==> config.mk <==
export PLATFORM = sky130hd
export DESIGN_NAME = id_ex_hazard_reg_flat
export DESIGN_NICKNAME = d
export VERILOG_FILES = /design/src/rtl/id_ex_hazard_reg_pkg.sv /design/src/rtl/id_ex_hazard_reg_if.sv /design/src/rtl/id_ex_hazard_reg_load_use_detect.sv /design/src/rtl/id_ex_hazard_reg.sv /design/src/flat_wrapper.sv
export SDC_FILE = /design/constraint.sdc
export NUM_CORES = 1
export LEC_CHECK = 0
export ABC_AREA = 1
export CAP_MARGIN = 20
export CORE_UTILIZATION = 44
export CTS_BUF_LIST = sky130_fd_sc_hd__clkbuf_4
export CTS_CLUSTER_SIZE = 16
export DETAILED_ROUTE_END_ITERATION = 6
export PLACE_DENSITY_LB_ADDON = 0.25
export SYNTH_ARGS = -nofsm -noshare
export SYNTH_HDL_FRONTEND = slang
export SYNTH_SLANG_ARGS = --single-unit
==> constraint.sdc <==
create_clock -name clk -period 2.95 [get_ports clk]
set_input_delay 0.59 -clock clk [delete_from_list [all_inputs] [get_ports clk]]
set_output_delay 0.59 -clock clk [all_outputs]
set_load 0.05 [all_outputs]
==> src/rtl/id_ex_hazard_reg_pkg.sv <==
// Shared types/constants for the ID/EX register: defaults, FSM encoding, bubble control word.
// Pure declarations; no timing or flow control of its own.
package id_ex_hazard_reg_pkg;

    localparam int DATA_W_DEF = 16;
    localparam int REG_AW_DEF = 4;

    typedef enum logic {
        ST_RUN  = 1'b0,
        ST_HOLD = 1'b1
    } state_e;

    typedef struct packed {
        logic valid;
        logic regwrite;
        logic memread;
        logic memwrite;
    } ctrl_t;

    localparam ctrl_t BUBBLE_CTRL = 4'b0000;

    localparam logic [REG_AW_DEF-1:0] ZERO_REG = '0;

    function automatic logic [15:0] sat_inc16(input logic [15:0] v);
        return (v == 16'hFFFF) ? v : v + 16'd1;
    endfunction

endpackage

==> src/rtl/id_ex_hazard_reg_if.sv <==
// Decode-side and execute-side bundle of the ID/EX register; master = pipeline around it, slave = the register.
// Combinational signal bundle; stall/flush returned on the same interface.
interface id_ex_hazard_reg_if
    import id_ex_hazard_reg_pkg::*;
#(
    parameter int DATA_W = DATA_W_DEF,
    parameter int REG_AW = REG_AW_DEF
) ();

    logic              id_valid;
    logic [REG_AW-1:0] id_regrs;
    logic [REG_AW-1:0] id_regrt;
    logic [REG_AW-1:0] id_regdest;
    logic              id_rs_used;
    logic              id_rt_used;
    logic              id_regwrite;
    logic              id_memread;
    logic              id_memwrite;
    logic [DATA_W-1:0] id_rs_data;
    logic [DATA_W-1:0] id_rt_data;
    logic [DATA_W-1:0] id_imm;
    logic              ex_flush;
    logic              mem_busy;

    logic              id_ex_valid;
    logic              id_ex_regwrite;
    logic              id_ex_memread;
    logic              id_ex_memwrite;
    logic [REG_AW-1:0] id_ex_regrs;
    logic [REG_AW-1:0] id_ex_regrt;
    logic [REG_AW-1:0] id_ex_regdest;
    logic [DATA_W-1:0] id_ex_rs_data;
    logic [DATA_W-1:0] id_ex_rt_data;
    logic [DATA_W-1:0] id_ex_imm;
    logic              stall_if_id;
    logic              flush_if_id;

    modport master (
        output id_valid, id_regrs, id_regrt, id_regdest, id_rs_used, id_rt_used,
               id_regwrite, id_memread, id_memwrite, id_rs_data, id_rt_data, id_imm,
               ex_flush, mem_busy,
        input  id_ex_valid, id_ex_regwrite, id_ex_memread, id_ex_memwrite,
               id_ex_regrs, id_ex_regrt, id_ex_regdest,
               id_ex_rs_data, id_ex_rt_data, id_ex_imm,
               stall_if_id, flush_if_id
    );

    modport slave (
        input  id_valid, id_regrs, id_regrt, id_regdest, id_rs_used, id_rt_used,
               id_regwrite, id_memread, id_memwrite, id_rs_data, id_rt_data, id_imm,
               ex_flush, mem_busy,
        output id_ex_valid, id_ex_regwrite, id_ex_memread, id_ex_memwrite,
               id_ex_regrs, id_ex_regrt, id_ex_regdest,
               id_ex_rs_data, id_ex_rt_data, id_ex_imm,
               stall_if_id, flush_if_id
    );

endinterface

==> src/rtl/id_ex_hazard_reg_load_use_detect.sv <==
// Load-use detector: a load in EX whose destination is read by the instruction in ID.
// Purely combinational, zero latency; no flow control.
module load_use_detect
    import id_ex_hazard_reg_pkg::*;
#(
    parameter int REG_AW = REG_AW_DEF
) (
    input  logic              ex_valid,
    input  logic              ex_memread,
    input  logic [REG_AW-1:0] ex_regdest,
    input  logic              id_valid,
    input  logic              id_rs_used,
    input  logic              id_rt_used,
    input  logic [REG_AW-1:0] id_regrs,
    input  logic [REG_AW-1:0] id_regrt,
    output logic              lu
);

    logic rs_hit;
    logic rt_hit;

    always_comb begin
        rs_hit = id_rs_used & (id_regrs == ex_regdest);
        rt_hit = id_rt_used & (id_regrt == ex_regdest);
        // R0 is hardwired zero, so a load targeting it never creates a dependency.
        lu     = ex_valid & ex_memread & (ex_regdest != REG_AW'(ZERO_REG)) &
                 id_valid & (rs_hit | rt_hit);
    end

endmodule

==> src/rtl/id_ex_hazard_reg.sv <==
// ID/EX register with load-use stall, branch flush and memory freeze; 1-cycle id_* -> id_ex_* latency.
// mem_busy freezes ID/EX and stalls IF/ID; HAZ_PERF_CNT_EN adds saturating lu/flush/hold counters.
module id_ex_hazard_reg
    import id_ex_hazard_reg_pkg::*;
#(
    parameter int DATA_W = DATA_W_DEF,
    parameter int REG_AW = REG_AW_DEF
) (
    input  logic              clk,
    input  logic              rst,
    id_ex_hazard_reg_if.slave bus
`ifdef HAZ_PERF_CNT_EN
    ,
    output logic [15:0]       lu_stall_cnt,
    output logic [15:0]       flush_cnt,
    output logic [15:0]       hold_cnt
`endif
);

    typedef struct packed {
        ctrl_t             ctrl;
        logic [REG_AW-1:0] regrs;
        logic [REG_AW-1:0] regrt;
        logic [REG_AW-1:0] regdest;
        logic [DATA_W-1:0] rs_data;
        logic [DATA_W-1:0] rt_data;
        logic [DATA_W-1:0] imm;
    } idex_t;

    state_e state_q, state_d;
    logic   flush_pend_q, flush_pend_d;
    idex_t  idex_q, idex_d;

    logic   lu;
    logic   eff_flush;
    logic   lu_case;
    logic   flush_case;
    logic   stall_if_id;
    logic   flush_if_id;
    idex_t  bubble;
    idex_t  capture;

    load_use_detect #(.REG_AW(REG_AW)) u_lu (
        .ex_valid   (idex_q.ctrl.valid),
        .ex_memread (idex_q.ctrl.memread),
        .ex_regdest (idex_q.regdest),
        .id_valid   (bus.id_valid),
        .id_rs_used (bus.id_rs_used),
        .id_rt_used (bus.id_rt_used),
        .id_regrs   (bus.id_regrs),
        .id_regrt   (bus.id_regrt),
        .lu         (lu)
    );

    always_comb begin
        bubble       = '0;
        bubble.ctrl  = BUBBLE_CTRL;

        capture.ctrl.valid    = 1'b1;
        capture.ctrl.regwrite = bus.id_regwrite;
        capture.ctrl.memread  = bus.id_memread;
        capture.ctrl.memwrite = bus.id_memwrite;
        capture.regrs         = bus.id_regrs;
        capture.regrt         = bus.id_regrt;
        capture.regdest       = bus.id_regdest;
        capture.rs_data       = bus.id_rs_data;
        capture.rt_data       = bus.id_rt_data;
        capture.imm           = bus.id_imm;
    end

    always_comb begin
        state_d      = state_q;
        flush_pend_d = flush_pend_q;
        idex_d       = idex_q;
        stall_if_id  = 1'b0;
        flush_if_id  = 1'b0;
        lu_case      = 1'b0;
        flush_case   = 1'b0;

        // A flush seen while frozen is replayed on the release cycle.
        eff_flush = bus.ex_flush | ((state_q == ST_HOLD) & flush_pend_q);

        if (bus.mem_busy) begin
            stall_if_id  = 1'b1;
            flush_pend_d = flush_pend_q | bus.ex_flush;
            state_d      = ST_HOLD;
        end else begin
            state_d      = ST_RUN;
            flush_pend_d = 1'b0;
            if (eff_flush) begin
                idex_d      = bubble;
                flush_if_id = 1'b1;
                flush_case  = 1'b1;
            end else if (lu) begin
                idex_d      = bubble;
                stall_if_id = 1'b1;
                lu_case     = 1'b1;
            end else if (bus.id_valid) begin
                idex_d = capture;
            end else begin
                idex_d = bubble;
            end
        end
    end

    always_ff @(posedge clk) begin
        if (rst) begin
            state_q      <= ST_RUN;
            flush_pend_q <= 1'b0;
            idex_q       <= '0;
        end else begin
            state_q      <= state_d;
            flush_pend_q <= flush_pend_d;
            idex_q       <= idex_d;
        end
    end

    assign bus.id_ex_valid    = idex_q.ctrl.valid;
    assign bus.id_ex_regwrite = idex_q.ctrl.regwrite;
    assign bus.id_ex_memread  = idex_q.ctrl.memread;
    assign bus.id_ex_memwrite = idex_q.ctrl.memwrite;
    assign bus.id_ex_regrs    = idex_q.regrs;
    assign bus.id_ex_regrt    = idex_q.regrt;
    assign bus.id_ex_regdest  = idex_q.regdest;
    assign bus.id_ex_rs_data  = idex_q.rs_data;
    assign bus.id_ex_rt_data  = idex_q.rt_data;
    assign bus.id_ex_imm      = idex_q.imm;
    assign bus.stall_if_id    = stall_if_id;
    assign bus.flush_if_id    = flush_if_id;

`ifdef HAZ_PERF_CNT_EN
    logic [15:0] lu_stall_cnt_q, lu_stall_cnt_d;
    logic [15:0] flush_cnt_q, flush_cnt_d;
    logic [15:0] hold_cnt_q, hold_cnt_d;

    always_comb begin
        lu_stall_cnt_d = lu_stall_cnt_q;
        flush_cnt_d    = flush_cnt_q;
        hold_cnt_d     = hold_cnt_q;
        if (lu_case)             lu_stall_cnt_d = sat_inc16(lu_stall_cnt_q);
        if (flush_case)          flush_cnt_d    = sat_inc16(flush_cnt_q);
        if (state_q == ST_HOLD)  hold_cnt_d     = sat_inc16(hold_cnt_q);
    end

    always_ff @(posedge clk) begin
        if (rst) begin
            lu_stall_cnt_q <= '0;
            flush_cnt_q    <= '0;
            hold_cnt_q     <= '0;
        end else begin
            lu_stall_cnt_q <= lu_stall_cnt_d;
            flush_cnt_q    <= flush_cnt_d;
            hold_cnt_q     <= hold_cnt_d;
        end
    end

    assign lu_stall_cnt = lu_stall_cnt_q;
    assign flush_cnt    = flush_cnt_q;
    assign hold_cnt     = hold_cnt_q;
`endif

endmodule

==> src/flat_wrapper.sv <==
// flat-port wrapper written by rule: the top's interface ports become plain ports
module id_ex_hazard_reg_flat import id_ex_hazard_reg_pkg::*;
#(
    parameter int DATA_W = DATA_W_DEF,
    parameter int REG_AW = REG_AW_DEF
)
  (clk, rst, bus_id_valid, bus_id_regrs, bus_id_regrt, bus_id_regdest, bus_id_rs_used, bus_id_rt_used, bus_id_regwrite, bus_id_memread, bus_id_memwrite, bus_id_rs_data, bus_id_rt_data, bus_id_imm, bus_ex_flush, bus_mem_busy, bus_id_ex_valid, bus_id_ex_regwrite, bus_id_ex_memread, bus_id_ex_memwrite, bus_id_ex_regrs, bus_id_ex_regrt, bus_id_ex_regdest, bus_id_ex_rs_data, bus_id_ex_rt_data, bus_id_ex_imm, bus_stall_if_id, bus_flush_if_id);
  id_ex_hazard_reg_if #(.DATA_W(DATA_W), .REG_AW(REG_AW)) bus_i ();
  input  logic clk;
  input  logic rst;
  input wire logic [$bits(bus_i.id_valid)-1:0] bus_id_valid;
  input wire logic [$bits(bus_i.id_regrs)-1:0] bus_id_regrs;
  input wire logic [$bits(bus_i.id_regrt)-1:0] bus_id_regrt;
  input wire logic [$bits(bus_i.id_regdest)-1:0] bus_id_regdest;
  input wire logic [$bits(bus_i.id_rs_used)-1:0] bus_id_rs_used;
  input wire logic [$bits(bus_i.id_rt_used)-1:0] bus_id_rt_used;
  input wire logic [$bits(bus_i.id_regwrite)-1:0] bus_id_regwrite;
  input wire logic [$bits(bus_i.id_memread)-1:0] bus_id_memread;
  input wire logic [$bits(bus_i.id_memwrite)-1:0] bus_id_memwrite;
  input wire logic [$bits(bus_i.id_rs_data)-1:0] bus_id_rs_data;
  input wire logic [$bits(bus_i.id_rt_data)-1:0] bus_id_rt_data;
  input wire logic [$bits(bus_i.id_imm)-1:0] bus_id_imm;
  input wire logic [$bits(bus_i.ex_flush)-1:0] bus_ex_flush;
  input wire logic [$bits(bus_i.mem_busy)-1:0] bus_mem_busy;
  output wire logic [$bits(bus_i.id_ex_valid)-1:0] bus_id_ex_valid;
  output wire logic [$bits(bus_i.id_ex_regwrite)-1:0] bus_id_ex_regwrite;
  output wire logic [$bits(bus_i.id_ex_memread)-1:0] bus_id_ex_memread;
  output wire logic [$bits(bus_i.id_ex_memwrite)-1:0] bus_id_ex_memwrite;
  output wire logic [$bits(bus_i.id_ex_regrs)-1:0] bus_id_ex_regrs;
  output wire logic [$bits(bus_i.id_ex_regrt)-1:0] bus_id_ex_regrt;
  output wire logic [$bits(bus_i.id_ex_regdest)-1:0] bus_id_ex_regdest;
  output wire logic [$bits(bus_i.id_ex_rs_data)-1:0] bus_id_ex_rs_data;
  output wire logic [$bits(bus_i.id_ex_rt_data)-1:0] bus_id_ex_rt_data;
  output wire logic [$bits(bus_i.id_ex_imm)-1:0] bus_id_ex_imm;
  output wire logic [$bits(bus_i.stall_if_id)-1:0] bus_stall_if_id;
  output wire logic [$bits(bus_i.flush_if_id)-1:0] bus_flush_if_id;
  assign bus_i.id_valid = bus_id_valid;
  assign bus_i.id_regrs = bus_id_regrs;
  assign bus_i.id_regrt = bus_id_regrt;
  assign bus_i.id_regdest = bus_id_regdest;
  assign bus_i.id_rs_used = bus_id_rs_used;
  assign bus_i.id_rt_used = bus_id_rt_used;
  assign bus_i.id_regwrite = bus_id_regwrite;
  assign bus_i.id_memread = bus_id_memread;
  assign bus_i.id_memwrite = bus_id_memwrite;
  assign bus_i.id_rs_data = bus_id_rs_data;
  assign bus_i.id_rt_data = bus_id_rt_data;
  assign bus_i.id_imm = bus_id_imm;
  assign bus_i.ex_flush = bus_ex_flush;
  assign bus_i.mem_busy = bus_mem_busy;
  assign bus_id_ex_valid = bus_i.id_ex_valid;
  assign bus_id_ex_regwrite = bus_i.id_ex_regwrite;
  assign bus_id_ex_memread = bus_i.id_ex_memread;
  assign bus_id_ex_memwrite = bus_i.id_ex_memwrite;
  assign bus_id_ex_regrs = bus_i.id_ex_regrs;
  assign bus_id_ex_regrt = bus_i.id_ex_regrt;
  assign bus_id_ex_regdest = bus_i.id_ex_regdest;
  assign bus_id_ex_rs_data = bus_i.id_ex_rs_data;
  assign bus_id_ex_rt_data = bus_i.id_ex_rt_data;
  assign bus_id_ex_imm = bus_i.id_ex_imm;
  assign bus_stall_if_id = bus_i.stall_if_id;
  assign bus_flush_if_id = bus_i.flush_if_id;
  id_ex_hazard_reg #(.DATA_W(DATA_W), .REG_AW(REG_AW)) u_core (.clk(clk), .rst(rst), .bus(bus_i));
endmodule
# Word-level counts from Yosys, hierarchy flattened
# Cells that the tools add are included.
[classes]
n_reduce_logical = 2
bitwise = 11
eq_ne = 2
n_mux = 9
[ops]
columns = ["cell", "n"]
rows = [
  ["$mux W64", 3],
  ["$eq A4 B4 Y1", 2],
  ["$and A1 B1 Y1", 7],
  ["$mux W1", 6],
  ["$reduce_bool A4 Y1", 1],
  ["$or A1 B1 Y1", 3],
  ["$reduce_or A2 Y1", 1],
  ["$not A1 Y1", 1],
]
[totals]
register_bits = 66
wordCells = 36
output_inout_bits = 66

# Logic depth before layout (Yosys ltp)
[logic_depth]
ltp_word = 7
ltp_mapped = 11

# Modules after synthesis
# A second synthesis with hierarchy kept.
[unflattened]
cells_unflattened = 453
hier_area_um2 = 2837.7
[by_module_without_submodules]
columns = ["module", "instances", "cells_per_inst", "seq_area_each_um2", "area_per_inst_um2"]
rows = [
  ["id_ex_hazard_reg", 1, 417, 1321.3, 2678.8],
  ["load_use_detect", 1, 36, 0.0, 158.9],
]

# Worst setup path before layout
# OpenSTA, ideal clock, no wires.
[synth_path]
path_type = "register to output"
startpoint = "reg u_core.idex_q (netlist bit u_core.bus.id_ex_regdest[1])"
endpoint = "out bus_stall_if_id"
path_stages_with_launch = 10
arrival_time_ns = 2.367
setup_slack_ns = -0.007
path_buffers = 1
required_ns = 2.360
path_cell_list = "dfxtp_1 inv_2 nand2_1 nand2_1 nor2_1 nand3_1 nand2_1 nand2_1 buf_6 o21ai_0"
[synth_via]
elab_chain_cells = 7
word_cells_on_any_way = 12
[synth_lines]
columns = ["item", "line_no", "rtl"]
rows = [
  ["start, declared", "id_ex_hazard_reg.sv:32", "idex_t idex_q, idex_d;"],
  ["start signal, assigned", "id_ex_hazard_reg.sv:114", "idex_q <= idex_d;"],
  ["$eq A4 B4 Y1 (tied with other cells)", "id_ex_hazard_reg_load_use_detect.sv:23", "rs_hit = id_rs_used & (id_regrs == ex_regdest);"],
  ["$and A1 B1 Y1, on equally long branches", "id_ex_hazard_reg_load_use_detect.sv:23, id_ex_hazard_reg_load_use_detect.sv:24, id_ex_hazard_reg_load_use_detect.sv:26", ""],
  ["$or A1 B1 Y1 or $and A1 B1 Y1 (tied branches)", "id_ex_hazard_reg_load_use_detect.sv:27, id_ex_hazard_reg_load_use_detect.sv:26", ""],
  ["$and A1 B1 Y1 *", "id_ex_hazard_reg_load_use_detect.sv:27", "id_valid & (rs_hit | rt_hit);"],
  ["$mux W1 *", "id_ex_hazard_reg.sv:94", "end else if (lu) begin"],
  ["$mux W1 *", "id_ex_hazard_reg.sv:90", "if (eff_flush) begin"],
  ["$mux W1 *", "id_ex_hazard_reg.sv:83", "if (bus.mem_busy) begin"],
  ["end, declared", "flat_wrapper.sv:35", "output wire logic [$bits(bus_i.stall_if_id)-1:0] bus_stall_if_id;"],
]
# Every way passes the cells marked *; elsewhere a longest branch is shown, timed or not.

# Worst setup path in the final report
[layout_path]
startpoint = "in bus_id_regrs[3]"
endpoint = "out bus_stall_if_id"
[layout_via]
elab_chain_cells = 7
[layout_lines]
columns = ["item", "line_no", "rtl"]
rows = [
  ["start, declared", "flat_wrapper.sv:12", "input wire logic [$bits(bus_i.id_regrs)-1:0] bus_id_regrs;"],
  ["$eq A4 B4 Y1", "id_ex_hazard_reg_load_use_detect.sv:23", ""],
  ["$and A1 B1 Y1", "id_ex_hazard_reg_load_use_detect.sv:23", ""],
  ["$or A1 B1 Y1", "id_ex_hazard_reg_load_use_detect.sv:27", ""],
  ["$and A1 B1 Y1", "id_ex_hazard_reg_load_use_detect.sv:27", ""],
  ["$mux W1", "id_ex_hazard_reg.sv:94", ""],
  ["$mux W1", "id_ex_hazard_reg.sv:90", ""],
  ["$mux W1", "id_ex_hazard_reg.sv:83", ""],
]
# No other way between the ends.

==> flow_summary.toml <==
[outcome]
status = "completed"

[cells_and_area]
final_cell_mix = "clkdlybuf4s50_1, nand2_1, dfxtp_1"
n_fill_cell = 436
multiInputGateArea_um2 = 1080
antennaDiodeCount = 0
area_growth_pct = 61.6
final_nets = 523
final_area_um2 = 4170
final_layout_size_suffix_gt1_share_pct = 6.99
layout_commonest_cell = "clkdlybuf4s50_1"
ff_latch_area_um2 = 1320

[power_and_ir_drop]
p_sw_share_pct = 24.7
p_switching_mw = 0.521
cellPowerDensity_nw_per_um2 = 508
total_power_mw = 2.11
leakage_nw = 1.83
peakVddDrop_mv = 0.332
internal_power_mw = 1.59
p_comb_share_pct = 16.1
pwr-share-seq_pct = 44.1
clkPwrFrac_pct = 39.7

[timing]
fin_crit_ns = 2.57
setup_ws_ns = 0.383
clock.fmax_mhz = 390
drv_slew = 0
rsz0062_at_grt = "no"
hold_viol_final = 0
clock_skew_ns = 0.0167
setup_violations = 0
totalNegativeSetupSlack_ns = 0
worst_hold_slack_ns = 0.457
worst_slew_pin_slew_ns = 0.619
slew_headroom_pct = 58.7
final.period_utilization_pct = 87.0

[placement]
place_ws_ns = 0.394
port_buffers = 135
dpl.hpwl_um = 5030
place_area_um2 = 3960
gp_congestion = 0.753

[route]
drc_errors = 0
drt_iter0_drc = 148
vias_per_cell = 5.19
first_pass_iters = 4
ant_nets = 0
wl_per_cell_um = 14.3
num_vias = 2750
routed_wl_um = 7560

[global_route]
grt_overflow = 0
grt_pass1_vias = 2644
grt_max_degree = 57
grtUsageTotal_pct = 25.1
antenna_found_initial = 0
grt_pass1_wl_um = 12100

[cts]
cts_tree = "built"
clockBufferDepth = 2
clock_latency_ns = 0.40
cts_hold_buf = 0
cts_resized = 0
cts_sinks = 66
htreeDepth = 3
cts_made_buffers = 9
cts.clk_slew.worst_paths_ns = 0.10
post-cts-setup-buffers = 0
cts-root-buf = "clkbuf_4"

[synthesis]
yosys_warnings = 0
avgSynthCellArea_um2 = 7.93
synthTopCellsByArea = "dfxtp_1, nand2_1, nand4_1"
ys_seq_elements = 66
syn_inst = 325
synth_top_area_share_pct = 51.3
yosys.area.top_type = "dfxtp_1"
synth-seq-area-share_pct = 51.3
synthDistinctLibCells = 17
syn_area_um2 = 2580
synth_nets = 395

[worst_setup_path]
worst_ep_required_time_ns = 2.36
start_kind = "input port"
critical_path_class = "in2out"
path_max_fanout = 3
rrSetupSlack_ns = 1.13
cp_common_cell = "nand2_1"
critPathMaxStageDelay_ns = 0.52
arrival_ns = 1.98
critical-path-slowest-cell = "clkdlybuf4s50_1"
cp-end-kind = "primary output"
crit_chain = "clkdlybuf4s50_1 -> inv_1 -> nand2_1 -> nand2_1 -> nor2_1 -> nand3_1 -> nand2_1 -> nand2_2 -> o21ai_1 -> buf_12"

[hold_path]
hold_class = "reg2reg"

[floorplanning]
initial_core_util_pct = 46.2
placementRows = 27
core_area_um2 = 5570
die-width_um = 78.5
die_y_um = 78.5
dieArea_um2 = 6170
io_pins = 136

[run]
cap_violations = 0
[worst paths after layout]
kind	startpoint	endpoint	cells after the start
setup / recovery	bus_id_regrs[3]	bus_stall_if_id	10
hold / removal	u_core.bus.id_ex_regrs[2]	u_core.bus.id_ex_regrs[2]	2
setup reg to reg	u_core.bus.id_ex_regdest[3]	u_core.bus.id_ex_rt_data[12]	9
hold reg to reg	u_core.bus.id_ex_regrs[2]	u_core.bus.id_ex_regrs[2]	2
[synthesized netlist by cell type]
cell / number
clkbuf_1: 13
inv_2: 3
nand2_4: 1
a31oi_1: 1
nor2_4: 1
buf_6: 5
nand3_1: 3
o21ai_0: 1
mux2i_1: 9
nand4_1: 54
nor2_1: 12
nand2_1: 127
a21oi_1: 11
dfxtp_1: 66
inv_1: 9
buf_2: 7
xnor2_1: 2
[state kept, by name, indices dropped and copies added, names as in the netlist]
signal,cells
u_core.bus.id_ex_rs_data,16
u_core.bus.id_ex_imm,16
u_core.bus.id_ex_memread,1
u_core.bus.id_ex_regwrite,1
u_core.state_q,1
u_core.bus.id_ex_rt_data,16
u_core.bus.id_ex_regdest,4
u_core.flush_pend_q,1
u_core.bus.id_ex_memwrite,1
u_core.bus.id_ex_regrs,4
u_core.bus.id_ex_valid,1
u_core.bus.id_ex_regrt,4
[through the flow]
| stage | utilization (%) | cells |
|---|---|---|
| after global routing | 74.7 | 530 |
| after floorplan | - | 325 |
| after CTS | 74.7 | 530 |
| final | 74.7 | 530 |
| after detailed placement | 71.1 | 514 |
| after global placement | 71.1 | 514 |
[power groups by stage]
stage               registers (mW)  clock network (mW)  logic, mW
floorplan                     1.04                   0     0.0806
global placement             0.952                   0      0.335
detailed placement           0.953                   0      0.339
CTS                          0.933               0.856      0.342
global route                 0.936               0.887      0.361
finish                       0.933               0.840      0.341
[layer usage]
layer  GRT usage (%)  share of wire, %
met5               0                 0
met4            12.0               2.0
met3            8.02               9.4
met2            40.6                46
met1            29.9                43
[kinds of logic after synthesis]
| family | share of synthesized area (%) |
|---|---|
| AND/OR/NAND/NOR | 34.8 |
| flip-flops | 51.3 |
| buffers and inverters | 7.18 |
| AO/OA/AOI/OAI | 2.57 |
| multiplexers | 3.50 |
| XOR/XNOR | 0.680 |
[layout make-up]
class                   instances  share of cell area (%)
clock buffers                  10                    1.80
clock inverters                 6                    3.09
inverters                      12                    1.08
multi-input cells             222                    26.0
flip-flops and latches         66                    31.7
well taps                      72                    2.16
repair buffers                142                    34.2
[critical path: cells and delay by family]
family | cells | cell delay (ns)
AO/OA/AOI/OAI | 1 | 0.21
buffers and inverters | 3 | 0.74
AND/OR/NAND/NOR | 6 | 0.44
No activity file was read; power rests on OpenSTA's default activity.
